--- src/rtl/muldiv_pkg.sv ---
// muldiv_pkg: shared types and constants for the iterative RV32M multiply/divide unit.
//   muldiv_op_e    - funct3 encoding of the M-extension ops
//   muldiv_state_e - sequencer states
//   XLEN           - default operand/result width
//   DIV_BY_ZERO_Q  - quotient returned for a zero divisor
//   INT_MIN        - most negative XLEN-bit value (signed-overflow dividend)
package muldiv_pkg;

    localparam int XLEN = 32;

    typedef enum logic [2:0] {
        OP_MUL    = 3'b000,
        OP_MULH   = 3'b001,
        OP_MULHSU = 3'b010,
        OP_MULHU  = 3'b011,
        OP_DIV    = 3'b100,
        OP_DIVU   = 3'b101,
        OP_REM    = 3'b110,
        OP_REMU   = 3'b111
    } muldiv_op_e;

    typedef enum logic [2:0] {
        S_IDLE = 3'd0,
        S_PREP = 3'd1,
        S_RUN  = 3'd2,
        S_FIX  = 3'd3,
        S_DONE = 3'd4
    } muldiv_state_e;

    localparam logic [XLEN-1:0] DIV_BY_ZERO_Q = '1;
    localparam logic [XLEN-1:0] INT_MIN       = {1'b1, {(XLEN-1){1'b0}}};

    // rs1 is treated as signed for MULH, MULHSU, DIV and REM.
    function automatic logic op_a_signed(input muldiv_op_e op);
        return (op == OP_MULH) || (op == OP_MULHSU) || (op == OP_DIV) || (op == OP_REM);
    endfunction

    // rs2 is treated as signed for MULH, DIV and REM (MULHSU keeps it unsigned).
    function automatic logic op_b_signed(input muldiv_op_e op);
        return (op == OP_MULH) || (op == OP_DIV) || (op == OP_REM);
    endfunction

endpackage

--- src/rtl/muldiv_step.sv ---
// muldiv_step: one combinational iteration of the multiply/divide datapath.
//   div_mode - 0: shift-add multiply step, 1: restoring divide step
//   acc      - product high word (multiply) / partial remainder (divide)
//   shr      - product low word + remaining multiplier bits (multiply) /
//              dividend bits still to shift out + quotient bits (divide)
//   opnd     - multiplicand (multiply) / divisor (divide)
//   acc_nxt  - next accumulator
//   shr_nxt  - next shift register; in divide mode its LSB is left 0 and
//              the sequencer merges qbit into it
//   qbit     - quotient bit produced by this divide step (0 when multiplying)
module muldiv_step
    import muldiv_pkg::*;
#(
    parameter int XLEN = muldiv_pkg::XLEN
) (
    input  logic            div_mode,
    input  logic [XLEN-1:0] acc,
    input  logic [XLEN-1:0] shr,
    input  logic [XLEN-1:0] opnd,
    output logic [XLEN-1:0] acc_nxt,
    output logic [XLEN-1:0] shr_nxt,
    output logic            qbit
);

    logic [XLEN:0] sum;   // acc + multiplicand, carry kept
    logic [XLEN:0] rsh;   // remainder shifted left with next dividend bit
    logic [XLEN:0] diff;  // trial subtraction

    always_comb begin
        sum  = {1'b0, acc} + (shr[0] ? {1'b0, opnd} : '0);
        rsh  = {acc, shr[XLEN-1]};
        diff = rsh - {1'b0, opnd};
        if (div_mode) begin
            // Remainder stays below the divisor, so rsh < 2*divisor and the
            // borrow out of bit XLEN cleanly says "does not fit".
            qbit    = ~diff[XLEN];
            acc_nxt = qbit ? diff[XLEN-1:0] : rsh[XLEN-1:0];
            shr_nxt = {shr[XLEN-2:0], 1'b0};
        end else begin
            qbit    = 1'b0;
            acc_nxt = sum[XLEN:1];
            shr_nxt = {sum[0], shr[XLEN-1:1]};
        end
    end

endmodule

--- src/rtl/muldiv_seq.sv ---
// muldiv_seq: iterative RV32M multiply/divide unit with its own sequencer.
//   clk, reset - clock, synchronous active-high reset
//   start      - accept a new op (only in IDLE or DONE)
//   funct3     - op select (muldiv_op_e)
//   a, b       - rs1 / rs2 operands
//   flush      - abort; next edge returns to IDLE, result untouched
//   busy       - high in PREP, RUN, FIX
//   done       - one-cycle pulse in DONE, result valid
//   result     - registered result, held until the next completion
// Optional feature: define MULDIV_EARLY_OUT_EN to end multiplies as soon as
// the remaining multiplier bits are zero (and to fast-path b == 0 to 0).
// XLEN overrides must match muldiv_pkg::XLEN (package constants are sized by it).
module muldiv_seq
    import muldiv_pkg::*;
#(
    parameter int XLEN = muldiv_pkg::XLEN
) (
    input  logic            clk,
    input  logic            reset,
    input  logic            start,
    input  logic [2:0]      funct3,
    input  logic [XLEN-1:0] a,
    input  logic [XLEN-1:0] b,
    input  logic            flush,
    output logic            busy,
    output logic            done,
    output logic [XLEN-1:0] result
);

    localparam int CW = $clog2(XLEN);

    muldiv_state_e   state, state_nxt;
    muldiv_op_e      op;
    logic [XLEN-1:0] a_r, b_r;
    logic [XLEN-1:0] acc, shr, opnd;
    logic            neg_res;   // product / quotient sign
    logic            neg_rem;   // remainder sign follows the dividend
    logic [CW-1:0]   cnt;

    // Operand conditioning, evaluated while in PREP
    logic            div_op, a_sgn, b_sgn;
    logic [XLEN-1:0] a_abs, b_abs;
    logic            special;
    logic [XLEN-1:0] special_res;

    // Iteration and final fix-up
    logic [XLEN-1:0] acc_nxt, shr_nxt;
    logic            qbit;
    logic            last_iter;
    logic [XLEN-1:0] acc_run, shr_run;
    logic [2*XLEN-1:0] prod, prod_s;
    logic [XLEN-1:0] fix_res;

    always_comb begin
        div_op      = op[2];
        a_sgn       = op_a_signed(op) && a_r[XLEN-1];
        b_sgn       = op_b_signed(op) && b_r[XLEN-1];
        a_abs       = a_sgn ? -a_r : a_r;
        b_abs       = b_sgn ? -b_r : b_r;
        special     = 1'b0;
        special_res = '0;
        if (div_op && (b_r == '0)) begin
            special     = 1'b1;
            // REM/REMU (op[1]=1) return the dividend, DIV/DIVU all ones
            special_res = op[1] ? a_r : DIV_BY_ZERO_Q;
        end else if (((op == OP_DIV) || (op == OP_REM)) && (a_r == INT_MIN) && (b_r == '1)) begin
            special     = 1'b1;
            special_res = op[1] ? '0 : INT_MIN;
        end
`ifdef MULDIV_EARLY_OUT_EN
        else if (!div_op && (b_abs == '0)) begin
            special     = 1'b1;
            special_res = '0;
        end
`endif
    end

    muldiv_step #(.XLEN(XLEN)) u_step (
        .div_mode (div_op),
        .acc      (acc),
        .shr      (shr),
        .opnd     (opnd),
        .acc_nxt  (acc_nxt),
        .shr_nxt  (shr_nxt),
        .qbit     (qbit)
    );

`ifdef MULDIV_EARLY_OUT_EN
    // After this step, cnt iterations remain and the low cnt bits of the
    // shift register are the multiplier bits not yet consumed. When those
    // are all zero the remaining steps are pure shifts, done in one go.
    logic [XLEN-1:0] rem_mask;
    logic            early;
    always_comb begin
        rem_mask           = (XLEN'(1) << cnt) - XLEN'(1);
        early              = !div_op && (((shr_nxt | XLEN'(qbit)) & rem_mask) == '0);
        last_iter          = (cnt == '0) || early;
        {acc_run, shr_run} = early ? ({acc_nxt, shr_nxt} >> cnt) : {acc_nxt, shr_nxt | XLEN'(qbit)};
    end
`else
    always_comb begin
        last_iter = (cnt == '0);
        acc_run   = acc_nxt;
        shr_run   = shr_nxt | XLEN'(qbit);
    end
`endif

    always_comb begin
        prod   = {acc, shr};
        prod_s = neg_res ? -prod : prod;
        case (op)
            OP_MUL:                      fix_res = prod_s[XLEN-1:0];
            OP_MULH, OP_MULHSU, OP_MULHU: fix_res = prod_s[2*XLEN-1:XLEN];
            OP_DIV, OP_DIVU:             fix_res = neg_res ? -shr : shr;
            default:                     fix_res = neg_rem ? -acc : acc;
        endcase
    end

    // State register
    always_ff @(posedge clk) begin
        if (reset) state <= S_IDLE;
        else       state <= state_nxt;
    end

    // Next-state logic; flush overrides everything, including a same-cycle start
    always_comb begin
        state_nxt = state;
        case (state)
            S_IDLE:  if (start) state_nxt = S_PREP;
            S_PREP:  state_nxt = special ? S_DONE : S_RUN;
            S_RUN:   if (last_iter) state_nxt = S_FIX;
            S_FIX:   state_nxt = S_DONE;
            S_DONE:  state_nxt = start ? S_PREP : S_IDLE;
            default: state_nxt = S_IDLE;
        endcase
        if (flush) state_nxt = S_IDLE;
    end

    // Outputs
    always_comb begin
        busy = (state == S_PREP) || (state == S_RUN) || (state == S_FIX);
        done = (state == S_DONE);
    end

    // Datapath
    always_ff @(posedge clk) begin
        if (reset) begin
            op      <= OP_MUL;
            a_r     <= '0;
            b_r     <= '0;
            acc     <= '0;
            shr     <= '0;
            opnd    <= '0;
            neg_res <= 1'b0;
            neg_rem <= 1'b0;
            cnt     <= '0;
            result  <= '0;
        end else if (!flush) begin
            case (state)
                S_IDLE, S_DONE: begin
                    if (start) begin
                        op  <= muldiv_op_e'(funct3);
                        a_r <= a;
                        b_r <= b;
                    end
                end
                S_PREP: begin
                    acc     <= '0;
                    cnt     <= CW'(XLEN-1);
                    neg_res <= a_sgn ^ b_sgn;
                    neg_rem <= a_sgn;
                    // Multiply shifts the multiplier through shr; divide
                    // shifts the dividend through it.
                    shr     <= div_op ? a_abs : b_abs;
                    opnd    <= div_op ? b_abs : a_abs;
                    if (special) result <= special_res;
                end
                S_RUN: begin
                    acc <= acc_run;
                    shr <= shr_run;
                    cnt <= cnt - CW'(1);
                end
                S_FIX: result <= fix_res;
                default: ;
            endcase
        end
    end

endmodule
--- config.mk ---
export PLATFORM = sky130hd
export DESIGN_NAME = muldiv_seq
export DESIGN_NICKNAME = d
export VERILOG_FILES = /design/src/rtl/muldiv_pkg.sv /design/src/rtl/muldiv_step.sv /design/src/rtl/muldiv_seq.sv
export SDC_FILE = /design/constraint.sdc
export NUM_CORES = 1
export LEC_CHECK = 0
export CAP_MARGIN = 15
export CORE_MARGIN = 4
export CORE_UTILIZATION = 61
export CTS_CLUSTER_DIAMETER = 40
export DETAILED_ROUTE_END_ITERATION = 10
export PLACE_DENSITY = 0.93
export SLEW_MARGIN = 0
export SYNTH_ARGS = -nofsm -noshare
export SYNTH_HDL_FRONTEND = slang
export SYNTH_SLANG_ARGS = --single-unit
--- constraint.sdc ---
create_clock -name clk -period 3.85 [get_ports clk]
set_input_delay 0.5775 -clock clk [delete_from_list [all_inputs] [get_ports clk]]
set_output_delay 0.5775 -clock clk [all_outputs]
set_load 0.02 [all_outputs]
==> metrics, run 1 <==
Yosys top cell area share 0.243; synthesis-to-layout area growth 14.3%; Area after DPL ~0.018 mm^2; setup TNS 0 ns; syn nets around 2500; RePlAce Congestion ~1.1; fill count around 2200; Initial DRT Pass Iterations 7; WL final around 61000 um; FF-to-FF setup slack around 0.15 ns; WP data required 4.31 ns; critical path's slowest cell fa_1; routed len/inst ~22 um; multiplexer share of the synthesized area 0.0552; sequential share of the synthesized area 0.243; startpoint types flip-flop; vias per cell 6.64; share of layout cells above drive strength 1 0.0745; Worst Hold Class reg -> reg; Clock Sinks 205; global-route wire length before repair approximately 94000 um; Worst-Margin Slew around 0.94 ns; Lkg Pwr around 0.0075 uW; critical path cell sequence inv_1, ha_1, fa_1, nand2b_1, a21oi_1, o211ai_1, a31o_2, o21a_1, o211ai_4, buf_12, mux2i_1, o21ai_0, a21o_1; initial drt markers 2469; Post-DRT Antenna Nets 0; critical path type reg -> reg; Hold Path End opnd[6]; Boundary Pins 105; max-cap violation count 0; Horiz. Die Dim approximately 170 um; die area around 0.030 mm^2; fin crit period about 3.7 ns; R2R depth 13; Yosys reg bits between 200 and 250; htree depth 1; vias around 18000; Core Area 0.0271 mm^2; setup bufs post-CTS 0; CTS Buffer Depth 3; initial antenna violation count 0; Arrival @ worst endpoint approximately 4.2 ns; total global routing overflow 0; Inserted Diodes 0; Synthesis Warnings 0; Layout Cell Area excl Fill between 0.015 and 0.02 mm^2; CTS Buf Count 30; ys flop type dfxtp_1; cells after synthesis between 2000 and 2500; site row count 60; leading area contributor after synthesis dfxtp_1; fin crit share 0.960; area occupied by multi-input gates between 0.01 and 0.015 mm^2; crit path capture type flip-flop; # setup viols final 0; Post-CTS Hold Fix Bufs 0; Post-synth ARST share 0; Port Buf Inserts between 100 and 150; Avg Inst Size Synth roughly 7.2 um^2; Nets 2509; Post-synth EDFFs 0; Area contributors post-synth dfxtp_1, a21oi_1, nand2_1, xnor2_1, mux2i_1; Post-Synth Simple-Gate Area 0.219; clock-pin slew on the worst setup and hold paths roughly 0.06 ns; maximum operating frequency 0.271 GHz; CP max FO 25; largest net degree at the start of global routing just under 90; hold path depth 2; Worst R2R End acc[12]; Peak VDD IR 0.000351 V; PD cells 317 mW/mm^2; number of global-route vias before repair roughly 17000; Final Hold Viols 0; Post-Synth XOR/XNOR Area 0.0979; CTS root buf clkbuf_16; Post-CTS Resized 0; Initial Util 0.624; RSZ-0062 raised after global routing false; CTS tree yes; Die Span Y ~170 um; fraction of the mapped netlist area in compound gates 0.270; DRC viols 0; later-pin clock latency in the skew report about 0.57 ns; unique cell type count in the Yosys netlist 86; beginning of the critical path shr[31]; Reg area around 0.0041 mm^2; Slew headroom 0.370; Max Slew Vio Count 0; HP Start opnd[6]; outcome complete, no violations; Post-Syn Area roughly 0.017 mm^2; largest family of logic cells by synthesized area compound AO/OA/AOI/OAI gates; CP peak stage delay about 0.40 ns; hpwl dp ~46000 um; Adder-Cell Fraction of Synth Area 0.0549; r2r startpoint shr[31]; GRT Overall Usage 0.382; Clock Skew around 0.015 ns
## through the flow
step           hold WS (ns)  cells  total power, uW   util  setup slack, ns
2_1_floorplan         0.432   2342             2940      -            0.657
3_3_place_gp          0.441   2705             3270  0.673            0.147
3_5_place_dp          0.448   2705             3290  0.673           0.0532
4_1_cts               0.456   2761             6090  0.713           0.0615
5_1_grt               0.489   2761             6300  0.713           0.0189
6_report              0.453   2761             6120  0.713            0.154
## routing by layer
| metal | GRT usage | up-vias | wire, um |
|---|---|---|---|
| met5 | 0 | - | 0 |
| met4 | 0.274 | 0 | 5200 |
| met3 | 0.0716 | 254 | 5810 |
| met2 | 0.603 | 1102 | 27100 |
| met1 | 0.468 | 8527 | 23300 |
| li1 | - | 8448 | - |
## critical path: cells and delay by family, from the launching register on
kind            cells  cell delay, ns
flops               1            0.39
mux                 1            0.24
fa+ha+maj           2            0.66
compound gates      7            1.71
simple gates        1            0.21
buf+inv             2            0.37
## flip-flops by register name, summed over array words and instances, names as in the netlist
| register | cells |
|---|---|
| state | 3 |
| neg_res | 1 |
| acc | 32 |
| op | 3 |
| result | 32 |
| a_r | 32 |
| cnt | 5 |
| opnd | 32 |
| shr | 32 |
| b_r | 32 |
| neg_rem | 1 |
## worst max-delay path by stage
stage / endpoint / slack, ns / cells past startpoint
global route: acc[25] / 0.02 / 13
floorplan: acc[22] / 0.66 / 14
finish: acc[12] / 0.15 / 13
CTS: acc[29] / 0.06 / 13
global placement: acc[29] / 0.15 / 13
detailed placement: acc[29] / 0.05 / 13
## placed cells by master, fill, tap and decap left out, types with 71 or more instances in the layout
cell	instances
nand2_1	318
a21oi_1	269
nor2_1	228
dfxtp_1	203
o21ai_0	134
xnor2_1	120
clkdlybuf4s50_1	103
mux2i_1	91
inv_1	82
ha_1	71
## power breakdown
part	switching, uW	internal [uW]	leakage (uW)
Combinational	630	403	0.00532
Sequential	76.6	2170	0.00166
Clock	1180	1660	0.000516
Total	1880	4230	0.00749
## synth_stat cells, types with 6 or more instances
library cell	instances
o21ai_0	134
a221oi_1	19
inv_1	83
a31oi_1	20
nand3_1	26
a222oi_1	7
a22oi_1	18
ha_1	71
nor4_1	16
xor2_1	69
or3_1	17
o21ai_1	6
nor3_1	58
clkbuf_1	143
a21oi_1	269
or2_2	14
o31ai_1	31
nor2b_1	7
and2_1	7
o22ai_1	22
o211ai_1	40
a211oi_1	28
mux2i_1	91
or4_1	11
dfxtp_1	205
o21bai_1	9
o21a_1	11
and3_1	13
o221ai_1	10
nand4_1	25
o41ai_1	8
xnor2_1	120
buf_2	18
a311oi_1	6
nor2_1	230
nand2b_1	22
buf_1	10
nand2_1	318
a21o_1	27
## layout make-up
type,count,area share
clock buffer,34,0.0429
clock inverter,22,0.0120
inverter,84,0.0165
multi-input combinational,1878,0.612
sequential,205,0.213
tap,372,0.0241
timing repair buffer,166,0.0798
## kinds of logic (layout without fill, tap and decap cells)
| group | count (synthesis) | in the layout |
|---|---|---|
| muxes | 93 | 93 |
| and+or+nand+nor | 801 | 801 |
| adders and majority gates | 73 | 73 |
| xor gates and xnor gates | 189 | 189 |
| AOI/OAI and AO/OA | 722 | 722 |
| DFF | 205 | 205 |
| buffers and inverters | 259 | 306 |
No activity file was read; power rests on OpenSTA's default activity.
==> inputs of run 2 (changes only) <==
Settings changed: CORE_ASPECT_RATIO set to 1.1.
==> metrics, run 2 (synthesized netlist as in run 1, its figures left out) <==
outcome complete, no violations (unchanged); # setup viols final 0 (unchanged); vias 18600 (was 18300); Largest delay share family, worst path simple AND/OR/NAND/NOR gates (was compound AO/OA/AOI/OAI gates); Boundary Pins 105 (unchanged); largest net degree at the start of global routing 71 (was 89); maximum operating frequency 0.272 GHz (was 0.271 GHz); later-pin clock latency in the skew report 0.54 ns (was 0.57 ns); total global routing overflow 0 (unchanged); Horiz. Die Dim 167 um (was 174 um); CTS Buf Count 36 (was 30); synthesis-to-layout area growth 16.0% (was 14.3%); number of global-route vias before repair 18000 (was 17200); HP Start opnd[3] (was opnd[6]); crit path buf inv count 1 (was 2); commonest non-fill, non-tap cells in the layout nand2_1, a21oi_1, nor2_1, dfxtp_1, o21ai_0 (unchanged); critical path's slowest cell nor3b_1 (was fa_1); Post-DRT Antenna Nets 0 (unchanged); Worst-Margin Slew 0.844 ns (was 0.945 ns); fin crit period 3.67 ns (was 3.70 ns); vias per cell 6.70 (was 6.64); critical path cell sequence inv_1, ha_1, nor3b_1, nand4b_4, or2_2, nor3_1, nand2b_1, mux2_2, o211ai_1, a21oi_1, a211oi_1 (was inv_1, ha_1, fa_1, nand2b_1, a21oi_1, o211ai_1, a31o_2, o21a_1, o211ai_4, buf_12, mux2i_1, o21ai_0, a21o_1); setup TNS 0 ns (unchanged); fin crit share 0.953 (was 0.960); Clock Skew 0.0345 ns (was 0.0147 ns); critical path type reg -> reg (unchanged); CP max FO 7 (was 25); FF-to-FF setup slack 0.18 ns (was 0.15 ns); switching pwr 1940 uW (was 1880 uW); beginning of the critical path acc[1] (was shr[31]); Clock Sinks 205 (unchanged); Lkg Pwr 0.00768 uW (was 0.00749 uW); PD cells 329 mW/mm^2 (was 317 mW/mm^2); CTS Buffer Depth 3 (unchanged); crit path capture type flip-flop (unchanged); die area 0.0304 mm^2 (about the same); WP data required 4.24 ns (was 4.31 ns); part of the power in registers 0.350 (was 0.367); max-cap violation count 0 (unchanged); most common cell after layout, fill and taps aside nand2_1 (unchanged); Core Area 0.0271 mm^2 (about the same); initial drt markers 2620 (was 2469); WL final 65100 um (was 61300 um); Nets 2544 (was 2509); clock-pin slew on the worst setup and hold paths 0.04 ns (was 0.06 ns); Initial DRT Pass Iterations 7 (unchanged); CTS root buf clkbuf_16 (unchanged); share of layout cells above drive strength 1 0.0862 (was 0.0745); DRC viols 0 (unchanged); CTS tree yes (unchanged); logic gate share of total power 0.165 (was 0.169); initial antenna violation count 0 (unchanged); RSZ-0062 raised after global routing false (unchanged); Hold WS 0.452 ns (was 0.453 ns); Post-CTS Hold Fix Bufs 0 (unchanged); Worst Hold Class reg -> reg (unchanged); clock network power share 0.486 (was 0.464); Hold Path End opnd[3] (was opnd[6]); Worst R2R End result[18] (was acc[12]); Max Slew Vio Count 0 (unchanged); startpoint types flip-flop (unchanged); routed len/inst 23.4 um (was 22.2 um); Peak VDD IR 0.000375 V (was 0.000351 V); Inserted Diodes 0 (unchanged); global-route wire length before repair 100000 um (was 94200 um); switching share of power 0.301 (was 0.308); Port Buf Inserts 104 (unchanged); Initial Util 0.623 (was 0.624); htree depth 2 (was 1); Final Hold Viols 0 (unchanged); internal power 4500 uW (was 4230 uW); Die Span Y 183 um (was 174 um); Slew headroom 0.437 (was 0.370); RePlAce Congestion 1.04 (was 1.06); site row count 63 (was 60); r2r startpoint acc[1] (was shr[31]); R2R depth 11 (was 13); CP peak stage delay 0.49 ns (was 0.40 ns); GRT Overall Usage 0.410 (was 0.382); Arrival @ worst endpoint 4.06 ns (was 4.16 ns); hold path depth 2 (unchanged); fill count 2155 (was 2151); hpwl dp 47900 um (was 46300 um)
-- run 2: worst min-delay path: cells and delay by family (launching register included) --
kind,cells,cell delay (ns)
DFF,1,0.30
and+or+nand+nor,1,0.05
AOI/OAI and AO/OA,1,0.05
-- run 2: what timing repair did --
action | 4_1_cts | 5_1_grt
setup buffers | 0 | 7
setup endpoints to repair | 0 | 8
resized for setup | 0 | 4
hold endpoints to repair | 0 | 0
-- run 2: per-layer routing --
layer,routed length [um],vias up,global-route usage
met3,6780,299,0.0901
met5,0,-,0
met4,5100,0,0.265
met2,29800,1207,0.678
met1,23400,8630,0.480
li1,-,8507,-
-- run 2: worst max path at each step --
stage                       endpoint  slack (ns)  depth (start not counted)
after floorplan              acc[22]        0.66                         14
after global placement       acc[29]        0.32                         13
after detailed placement     acc[25]        0.25                         13
after CTS                    acc[25]        0.20                         13
after global routing         acc[19]        0.09                         13
final                     result[18]        0.18                         11
-- run 2: power groups by stage --
| stage | sequential [uW] | combinational, uW | clock, uW |
|---|---|---|---|
| finish | 2250 | 1060 | 3130 |
| global route | 2260 | 1130 | 3220 |
| CTS | 2250 | 1030 | 3130 |
| detailed placement | 2290 | 1020 | 0 |
| global placement | 2290 | 1010 | 0 |
| floorplan | 2260 | 685 | 0 |
-- run 2: final cells by class --
class,count,area [um^2],area share
Clock buffer,46,1000,0.0510
Clock inverter,17,183,0.00932
Inverter,84,319,0.0163
Multi-Input combinational cell,1878,11800,0.603
Sequential cell,205,4110,0.210
Tap cell,357,447,0.0228
Timing Repair Buffer,194,1710,0.0875
Timing Repair inverter,1,7.51,0.000383
-- run 2: per-stage QoR --
stage | setup WS (ns) | instances | utilization | instance area [um^2] | total power, uW
after floorplan | 0.657 | 2342 | - | 16900 | 2940
after global placement | 0.320 | 2711 | 0.677 | 18400 | 3290
after detailed placement | 0.247 | 2711 | 0.677 | 18400 | 3310
after CTS | 0.200 | 2774 | 0.720 | 19500 | 6400
after global routing | 0.0874 | 2782 | 0.723 | 19600 | 6610
final | 0.180 | 2782 | 0.723 | 19600 | 6440
==> inputs of run 3 (changes only) <==
Settings changed: CORE_UTILIZATION 61 to 35, PLACE_DENSITY 0.93 to 0.63, RECOVER_POWER set to 25, SLEW_MARGIN 0 to not set.
==> metrics, run 3 (synthesized netlist as in run 1, its figures left out) <==
outcome complete, no violations (unchanged); site row count 84 (was 63); GRT Overall Usage 0.239 (was 0.410); routed len/inst 21.1 um (was 23.4 um); htree depth 2 (unchanged); CP max FO 11 (was 7); commonest non-fill, non-tap cells in the layout nand2_1, a21oi_1, nor2_1, dfxtp_1, o21ai_0 (unchanged); WP data required 4.30 ns (was 4.24 ns); Port Buf Inserts 104 (unchanged); synthesis-to-layout area growth 18.9% (was 16.0%); clock-pin slew on the worst setup and hold paths 0.05 ns (was 0.04 ns); initial drt markers 1738 (was 2620); fin crit period 3.59 ns (was 3.67 ns); RSZ-0062 raised after global routing false (unchanged); Post-DRT Antenna Nets 0 (unchanged); WL final 64600 um (was 65100 um); Horiz. Die Dim 218 um (was 167 um); Core Area 0.0478 mm^2 (was 0.0271 mm^2); most common cell after layout, fill and taps aside nand2_1 (unchanged); hpwl dp 49400 um (was 47900 um); RePlAce Congestion 0.995 (was 1.04); CTS root buf clkbuf_16 (unchanged); max-cap violation count 0 (unchanged); Initial DRT Pass Iterations 6 (was 7); later-pin clock latency in the skew report 0.56 ns (was 0.54 ns); Post-CTS Hold Fix Bufs 0 (unchanged); Arrival @ worst endpoint 4.04 ns (was 4.06 ns); Peak VDD IR 0.000299 V (was 0.000375 V); Layout Cell Area excl Fill 0.0201 mm^2 (was 0.0196 mm^2); # setup viols final 0 (unchanged); Max Slew Vio Count 0 (unchanged); crit path capture type flip-flop (unchanged); Area after DPL 0.0187 mm^2 (was 0.0184 mm^2); Hold WS 0.287 ns (was 0.452 ns); Reg area 0.00411 mm^2 (about the same); critical path type reg -> reg (unchanged); CTS Buf Count 40 (was 36); total global routing overflow 0 (unchanged); die area 0.0519 mm^2 (was 0.0304 mm^2); Clock Sinks 205 (unchanged); vias per cell 5.80 (was 6.70); DRC viols 0 (unchanged); fin crit share 0.933 (was 0.953); Final Hold Viols 0 (unchanged); fill count 4915 (was 2155); number of global-route vias before repair 16700 (was 18000); Die Span Y 238 um (was 183 um); CTS tree yes (unchanged); setup TNS 0 ns (unchanged); global-route wire length before repair 98200 um (was 100000 um); dpl ws -0.113 ns (was 0.247 ns); Worst-Margin Slew 1.28 ns (was 0.844 ns); Inserted Diodes 0 (unchanged); Slew headroom 0.144 (was 0.437); PD cells 343 mW/mm^2 (was 329 mW/mm^2); maximum operating frequency 0.278 GHz (was 0.272 GHz); initial antenna violation count 0 (unchanged); PnR worst setup slack 0.257 ns (was 0.180 ns); Initial Util 0.353 (was 0.623); area occupied by multi-input gates 0.0118 mm^2 (about the same); Boundary Pins 105 (unchanged); Lkg Pwr 0.00775 uW (was 0.00768 uW); Clock Skew 0.0307 ns (was 0.0345 ns); vias 17800 (was 18600); share of layout cells above drive strength 1 0.0850 (was 0.0862); startpoint types flip-flop (unchanged); largest net degree at the start of global routing 69 (was 71); Nets 2537 (was 2544); Worst Hold Class in -> reg (was reg -> reg); CTS Buffer Depth 3 (unchanged)
run 3: changes by cell type in the layout (fill, tap and decap cells not counted), moves of 2 or more:
cell,change
bufinv_16,+2
clkinv_4,+2
buf_12,+2
buf_4,-14
inv_6,+4
clkinv_2,-4
clkinvlp_4,-2
inv_8,+3
clkbuf_16,+5
run 3: timing repair:
action                     in CTS  in global routing
setup endpoints to repair       3                  3
resized for setup               1                  2
buffers inserted                0                  1
pin swaps                       0                  1
run 3: final timing paths:
kind,slack (ns),end,start,cells past startpoint
max,0.26,acc[26],shr[31],13
min,0.29,acc[16],reset,2
max reg2reg,0.26,acc[26],shr[31],13
min reg2reg,0.46,opnd[4],opnd[4],2
run 3: per-layer routing:
metal	share of wire	up-vias	routed length [um]	GRT usage
met1	0.43	8449	27700	0.318
li1	-	8499	-	-
met3	0.067	137	4300	0.0299
met4	0.053	0	3420	0.121
met5	0	-	0	0
met2	0.45	722	29200	0.381
run 3: through the flow:
stage / cells / total power [uW] / util
after floorplan: 2342 / 2940 / -
after global placement: 2995 / 3310 / 0.391
after detailed placement: 2995 / 3330 / 0.391
after CTS: 3068 / 6940 / 0.420
after global routing: 3069 / 7140 / 0.420
final: 3069 / 6900 / 0.420
run 3: final cells by class:
type                       instances  area share
inverter                          84      0.0157
sequential                       205       0.204
clock inverter                    22      0.0131
clock buffer                      51      0.0560
tap                              645      0.0401
multi-input combinational       1878       0.588
timing repair buffer             184      0.0828
run 3: critical path: stages, from the launching register on:
cell,delay (ns)
dfxtp_1,0.41
inv_1,0.14
ha_1,0.25
fa_1,0.39
nand2b_1,0.20
a21oi_1,0.23
o211ai_1,0.20
a31o_2,0.32
o21a_1,0.25
o211ai_4,0.34
buf_4,0.25
mux2i_1,0.21
nor2_1,0.05
a221o_1,0.26
run 3: power by group:
part / switching, uW / leakage (uW) / internal (uW)
Sequential: 77.2 / 0.00166 / 2170
Combinational: 638 / 0.00541 / 413
Clock: 1290 / 0.000680 / 2310
Total: 2000 / 0.00775 / 4900
